[src/rtl/reg_write_arbiter.sv]
// reg_write_arbiter: round-robin arbiter for the single write port of the register bank.
// Ports:
//   clk, rst            rising-edge clock, synchronous active-high reset
//   req, lock           per-requester request valid and hold-port-after-transfer
//   addr, data          packed per-requester target address and write data
//   gnt                 one-hot combinational acknowledge
//   wr_en/addr/data     registered write command to the bank, one cycle after transfer
//   busy                registered, high while a requester holds the port
module reg_write_arbiter #(
    parameter int WIDTH = 32,
    parameter int NREQ = 4,
    parameter int AW = 3,
    parameter bit ZERO_PROTECT = 1'b1
) (
    input  logic                  clk,
    input  logic                  rst,
    input  logic [NREQ-1:0]       req,
    input  logic [NREQ-1:0]       lock,
    input  logic [NREQ*AW-1:0]    addr,
    input  logic [NREQ*WIDTH-1:0] data,
    output logic [NREQ-1:0]       gnt,
    output logic                  wr_en,
    output logic [AW-1:0]         wr_addr,
    output logic [WIDTH-1:0]      wr_data,
    output logic                  busy
);
    localparam int PW = $clog2(NREQ);
    typedef enum logic {IDLE, LOCKED} state_t;
    state_t state, state_n;
    logic [PW-1:0] ptr, owner, pick, win, idx;
    logic hit, xfer;
    logic [AW-1:0] a [NREQ];
    logic [WIDTH-1:0] d [NREQ];
    for (genvar i = 0; i < NREQ; i++) begin : g_unpack
        assign a[i] = addr[i*AW +: AW];
        assign d[i] = data[i*WIDTH +: WIDTH];
    end
    // first asserted request searching from ptr upwards, wrapping at NREQ
    always_comb begin
        hit = 1'b0;
        pick = '0;
        idx = '0;
        for (int k = 0; k < NREQ; k++) begin
            idx = PW'((int'(ptr) + k) % NREQ);
            if (!hit && req[idx]) begin
                hit = 1'b1;
                pick = idx;
            end
        end
    end
    assign win = (state == LOCKED) ? owner : pick;
    assign xfer = !rst && ((state == LOCKED) ? req[owner] : hit);
    assign gnt = xfer ? NREQ'(1) << win : '0;
    // a locked owner that drops req or lock releases the port
    assign state_n = (state == IDLE) ? ((xfer && lock[win]) ? LOCKED : IDLE)
                                     : ((req[owner] && lock[owner]) ? LOCKED : IDLE);
    always_ff @(posedge clk) begin
        if (rst) begin
            state <= IDLE;
            ptr <= '0;
            owner <= '0;
            wr_en <= 1'b0;
            wr_addr <= '0;
            wr_data <= '0;
            busy <= 1'b0;
        end else begin
            state <= state_n;
            busy <= (state_n == LOCKED);
            wr_en <= xfer && !(ZERO_PROTECT && a[win] == '0);
            if (xfer) begin
                ptr <= (win == PW'(NREQ-1)) ? '0 : win + 1'b1;
                wr_addr <= a[win];
                wr_data <= d[win];
            end
            if (state == IDLE && xfer)
                owner <= win;
        end
    end
endmodule

[config.mk]
export PLATFORM = sky130hd
export DESIGN_NAME = reg_write_arbiter
export DESIGN_NICKNAME = d
export VERILOG_FILES = /design/src/rtl/reg_write_arbiter.sv
export SDC_FILE = /design/constraint.sdc
export NUM_CORES = 1
export LEC_CHECK = 0
export CORE_ASPECT_RATIO = 1.4
export CORE_MARGIN = 3
export CORE_UTILIZATION = 37
export CTS_CLUSTER_DIAMETER = 100
export CTS_CLUSTER_SIZE = 30
export DETAILED_ROUTE_END_ITERATION = 7
export GPL_ROUTABILITY_DRIVEN = 0
export PLACE_DENSITY = 0.87
export REMOVE_ABC_BUFFERS = 1
export SKIP_LAST_GASP = 1
export SLEW_MARGIN = 20
export SYNTH_ARGS = -nofsm -noshare
export SYNTH_HDL_FRONTEND = slang
export SYNTH_SLANG_ARGS = --single-unit
[constraint.sdc]
create_clock -name clk -period 5.55 [get_ports clk]
set_input_delay 1.3875 -clock clk [delete_from_list [all_inputs] [get_ports clk]]
set_output_delay 1.3875 -clock clk [all_outputs]
set_load 0.05 [all_outputs]
### Word level (Yosys, flattened, before mapping)

Index checks and enable logic that the tools add are counted.

| storage, ports and cells | value |
|---|---|
| word-level logic and storage cells | 70 |
| input port bits | 150 |
| register bits | 41 |
| output and inout port bits | 41 |

| cells by class | value |
|---|---|
| equal/unequal tests | 1 |
| shift operators | 1 |
| $lt $le $gt $ge | 7 |
| bitwise logic cells | 2 |
| $add $sub $neg | 4 |
| muxes and demuxes | 35 |
| reduce and logical (&&, ||, !) cells | 14 |

Operators by type and width:

| kind | count |
|---|---|
| $bmux W32 S2 | 1 |
| $mux W32 | 2 |
| $lt A2 B3 Y1 const B | 6 |
| $mux W1 | 15 |
| $bmux W1 S2 | 7 |
| $mux W2 | 6 |
| $logic_and A1 B1 Y1 | 8 |
| $bmux W3 S2 | 1 |
| $mux W3 | 2 |
| $logic_not A1 Y1 | 5 |
| $add A2 B1 Y2 const B | 2 |
| $add A2 B2 Y2 const B | 2 |
| $mux W4 | 1 |
| $shl A1 B2 Y4 const A | 1 |
| $ge A3 B3 Y1 const B | 1 |
| $logic_not A3 Y1 | 1 |
| $not A2 Y3 | 1 |
| $eq A2 B2 Y1 const B | 1 |
| $not A1 Y1 | 1 |

### Logic depth before layout (Yosys ltp)

| logic depth | value |
|---|---|
| word-level depth | 20 |
| gate-level depth with buffers | 8 |
| mapped depth without buffers | 7 |

### Least setup slack after synthesis

No wires, ideal clock.

| timing path | value |
|---|---|
| path type | input to output |
| from | in req[0] |
| to | out gnt[0] |
| stages on the path | 7 |
| data required time | 4.163 ns |
| data arrival time | 3.045 ns |
| path slack | 1.117 ns |
| path buffers | 2 |
| cell sequence | or3_4 > o21bai_1 > a21boi_2 > nor2_1 > buf_4 > buf_2 > and2_1 |

| on the way | value |
|---|---|
| cells in the longest elaborated chain, start to end | 15 |
| elaborated cells between the ends (all ways) | 29 |
| those cells by class | shift (1); mux (21); reduce/logical (7) |

RTL lines:

| item | RTL line | RTL |
|---|---|---|
| start, declared | 17 | `input logic [NREQ-1:0] req,` |
| $bmux W1 S2 | 45 | `if (!hit && req[idx]) begin` |
| $mux W1 (not written as such) | 45 |  |
| $mux W1 | 45 |  |
| $logic_not A1 Y1 | 45 |  |
| $logic_and A1 B1 Y1 | 45 |  |
| $mux W1 | 45 |  |
| $logic_not A1 Y1 | 45 |  |
| $logic_and A1 B1 Y1 | 45 |  |
| $mux W1 | 45 |  |
| $logic_not A1 Y1 | 45 |  |
| $logic_and A1 B1 Y1 | 45 |  |
| $mux W2 or $mux W1 (tied branches) | 45 |  |
| $mux W2 or $mux W1 (tied branches) | 51, 52 |  |
| $shl A1 B2 Y4 or $logic_and A1 B1 Y1 (tied branches) | 53, 52 |  |
| $mux W4 * | 53 | `assign gnt = xfer ? NREQ'(1) << win : '0;` |
| end, declared | 21 | `output logic [NREQ-1:0] gnt,` |

Mark *: on every way between the ends. The rest lies on a longest branch, timed or not. The select of a mux whose other input is x is not followed.

### Worst setup path in the final report

| timing path | value |
|---|---|
| from | in req[0] |
| to | out gnt[1] |

Same word-level chain as after synthesis.

==> flow_results.org <==
** Global route
- Number of antenna violations at the first check in global routing :: 0
- Pin count of the biggest net entering global routing :: 30
- Aggregate global routing overflow :: 0
- The first global-routing pass estimated about 13000 µm of wire.
- Global routing consumed, over all layers together, 22.0% of the routing resources.
- Vias in the first global route :: 2696

** Clocking
- Number of levels in the clock H-tree :: 2
- TritonCTS built the clock tree.
- Buffer count from post-CTS setup fixing :: 0
- The clock passes through at most 2 buffers.
- CTS clock-pin slew for the worst setup and hold paths :: 80 ps
- Post-CTS sizing :: 0
- Clock net sink count :: 41
- Total clock buffers created by CTS :: 5
- Clock tree synthesis selected as its root buffer the cell sky130_fd_sc_hd__clkbuf_8.
- Hold repair after CTS inserted 0 buffers.
- The later pin in the worst-skew pair is clocked with a latency of 280 ps.

** STA
- The number of failing hold endpoints at the final stage is 0.
- Total count of max-transition violations in the final report :: 0
- Setup repair after global routing left no endpoint under its margin.
- Count of final setup violators :: 0
- Clock skew :: about 3.0 ps
- Final critical delay including setup and external delays :: about 5100 ps
- At the pin with the least slew margin, the transition time is a little over 700 ps.
- Measured against its own limit, the worst slew margin works out to around 52%.
- Tcrit/Tclk final :: 91.2%
- Worst-case hold slack :: roughly 470 ps
- Achievable clock frequency :: around 200 MHz

** Floorplanning
- Placeable core area :: approximately 6600 µm²
- The die covers 7870 µm².
- In this run the horizontal extent of the chip is approximately 76 µm.
- Initial core utilization :: a little under two fifths
- The die is 104 µm tall.
- In this run the count of I/O pins placed on the die edge is around 190.
- The floorplan has 35 rows.

** Pwr
- Dividing total power by cell area gives a power density of ~500 nW/µm².
- Summed over all nets, the switching power comes to 1.03 mW.
- Peak supply drop :: roughly 0.21 mV
- Cell internal power was estimated by the tool at 1.25 mW.
- For this design the static power due to leakage is between 1.5 and 2 nW.
- Share of total power in combinational logic :: 67.2%
- In this run switching power makes up a little under half of total power.
- In this run, flip-flops and latches consume 22.0% of the power.
- Total Power Consumption :: roughly 2.3 mW
- Per report_power, the clock group accounts for 10.7% of the total.

** Final layout
- Relative to the synthesized area, the layout overhead comes to 80.9%.
- Leading cell type in the layout, fill and taps excluded :: sky130_fd_sc_hd__clkdlybuf4s50_1
- The finished layout holds 471 standard cells, fillers aside.
- Most frequent cells in the layout :: sky130_fd_sc_hd__clkdlybuf4s50_1, sky130_fd_sc_hd__dfxtp_1, sky130_fd_sc_hd__a22o_1
- End-of-flow core utilization :: between 60% and 70%
- Final cell area excluding filler cells :: ~4600 µm²
- Ant. Diodes :: 0
- Fraction of layout instances using a drive strength above 1 :: between 10% and 20%
- Final nets :: roughly 530

** Drt
- Routed WL per cell :: approximately 19 µm
- After detailed routing, the total wire length is slightly below 9000 µm.
- Routed vias :: about 2500
- In the routed design, unresolved DRC markers number 0.
- Detailed-routing iteration count for the pre-antenna-repair pass :: 4
- Final ANT Viol Nets :: 0
- The first routing iteration left 113 violations.
- Dividing the detail-routed via count by the number of cells gives about 5.4.

** Placed design
- After detailed placement, the design holds a cell count of between 400 and 500.
- Detail Placement HPWL :: just over 7000 µm
- Input and output buffers added on the ports amount to 190.
- Area after detailed placement :: roughly 4500 µm²

** Synth
- Summed instance area of the synthesized netlist :: 2530 µm²
- The synthesized netlist devotes about a fifth of its cell area to compound gates.
- Sequential cells were found to cover 32.5% of the synthesized design area.
- Of the total synthesized cell area, the portion taken by AND, OR, NAND and NOR gates is 5.35%.
- Post-Synth XOR/XNOR Area :: 0%
- Largest family of logic cells by synthesized area :: multiplexers
- Synthesis handed over a netlist of a little under 200 instances.
- Synthesized-area fraction occupied by adder cells :: 1.98%
- The Yosys step of the flow raised 0 warnings.
- The synthesized design contains 41 register bits.
- Asr flop ratio synth :: 0%
- For this run, the leading register cell type out of synthesis is sky130_fd_sc_hd__dfxtp_1.
- The number of different library cells used by synthesis comes to 33.
- Multiplexer cells account for roughly 35% of the synthesized area.
- Averaged over all synthesized cells, the footprint is ~13 µm².
- In this run, synthesis inferred 0 flip-flops with an integrated enable.

** Setup path
- The worst setup path is launched from a primary input.
- For the worst setup path, the data required time is 4160 ps.
- The critical path is of the in2out type.
- STA classifies the critical path endpoint as an output pin.
- Arrival time of data at the critical path endpoint :: between 3000 and 4000 ps
- Critical Path Fanout Max :: 20

** Hold path
- The min-delay analysis places its worst path in the category reg2reg.

** Status
- Run status :: finished clean

** Job
- Max cap viols :: 0
[sequential cells by signal (all words and copies together) (netlist names)]
signal and flops:
wr_addr 3, ptr 2, busy 1, wr_data 32, wr_en 1, owner 2
[metrics by stage]
stage | setup TNS [ps] | worst slack (ps)
final | 0 | 487
after CTS | 0 | 489
after floorplan | -1120 | -558
after global routing | 0 | 348
after detailed placement | 0 | 488
after global placement | 0 | 583
[cell usage after synthesis (6+ instances only)]
cell type | instances | share of area [%]
sky130_fd_sc_hd__dfxtp_1 | 41 | 32
sky130_fd_sc_hd__a22o_1 | 33 | 11
sky130_fd_sc_hd__mux4_2 | 27 | 24
sky130_fd_sc_hd__a21oi_1 | 9 | 1.8
sky130_fd_sc_hd__mux2i_1 | 8 | 3.2
sky130_fd_sc_hd__nand2_1 | 8 | 1.2
sky130_fd_sc_hd__nor2_1 | 8 | 1.2
sky130_fd_sc_hd__mux4_1 | 7 | 7.3
sky130_fd_sc_hd__buf_4 | 6 | 1.8
[critical path, cell delays in order]
cell and delay, ps:
sky130_fd_sc_hd__clkdlybuf4s50_1 490, sky130_fd_sc_hd__or3_4 440, sky130_fd_sc_hd__o21bai_1 290, sky130_fd_sc_hd__a21boi_2 430, sky130_fd_sc_hd__nor2_2 70, sky130_fd_sc_hd__buf_4 210
sky130_fd_sc_hd__and2_1 180, sky130_fd_sc_hd__buf_4 180
[routing by layer]
layer / wire, µm / up-vias / track usage (%)
met4: 197 / 0 / 7.00
met2: 4810 / 131 / 40.5
met3: 835 / 20 / 6.21
li1: - / 1165 / -
met1: 2940 / 1212 / 22.8
met5: 0 / - / 0
[final cells by class]
cell class | instances | area (µm²)
multi-input cells | 130 | 1540
well taps | 92 | 115
clock inverters | 1 | 30.0
inverters | 4 | 15.0
repair buffers | 196 | 1960
fillers | 513 | 2040
clock buffers | 7 | 86.3
flip-flops and latches | 41 | 821
[power by group through the flow]
stage	Combinational (mW)	Clock [mW]	Sequential [mW]
floorplan	0.624	0	0.901
global placement	1.52	0	0.505
detailed placement	1.55	0	0.508
CTS	1.55	0.252	0.502
global route	1.62	0.266	0.518
finish	1.54	0.245	0.503
[path summary, 6_finish.rpt]
kind / from / to / slack (ps) / cells past startpoint
worst max-delay path: req[0] / gnt[1] / 490 / 8
worst min-delay path: wr_addr[0] / wr_addr[0] / 470 / 2
worst max register to register: owner[0] / wr_data[22] / 2830 / 5
worst min register to register: wr_addr[0] / wr_addr[0] / 470 / 2
[cells by family (layout without fill, tap and decap cells)]
family,after synthesis,in the layout
muxes,42,42
and+or+nand+nor,27,27
buffers and inverters,22,208
DFF,41,41
adders and majority gates,4,4
AOI/OAI and AO/OA,57,57
No activity file was read; power rests on OpenSTA's default activity.
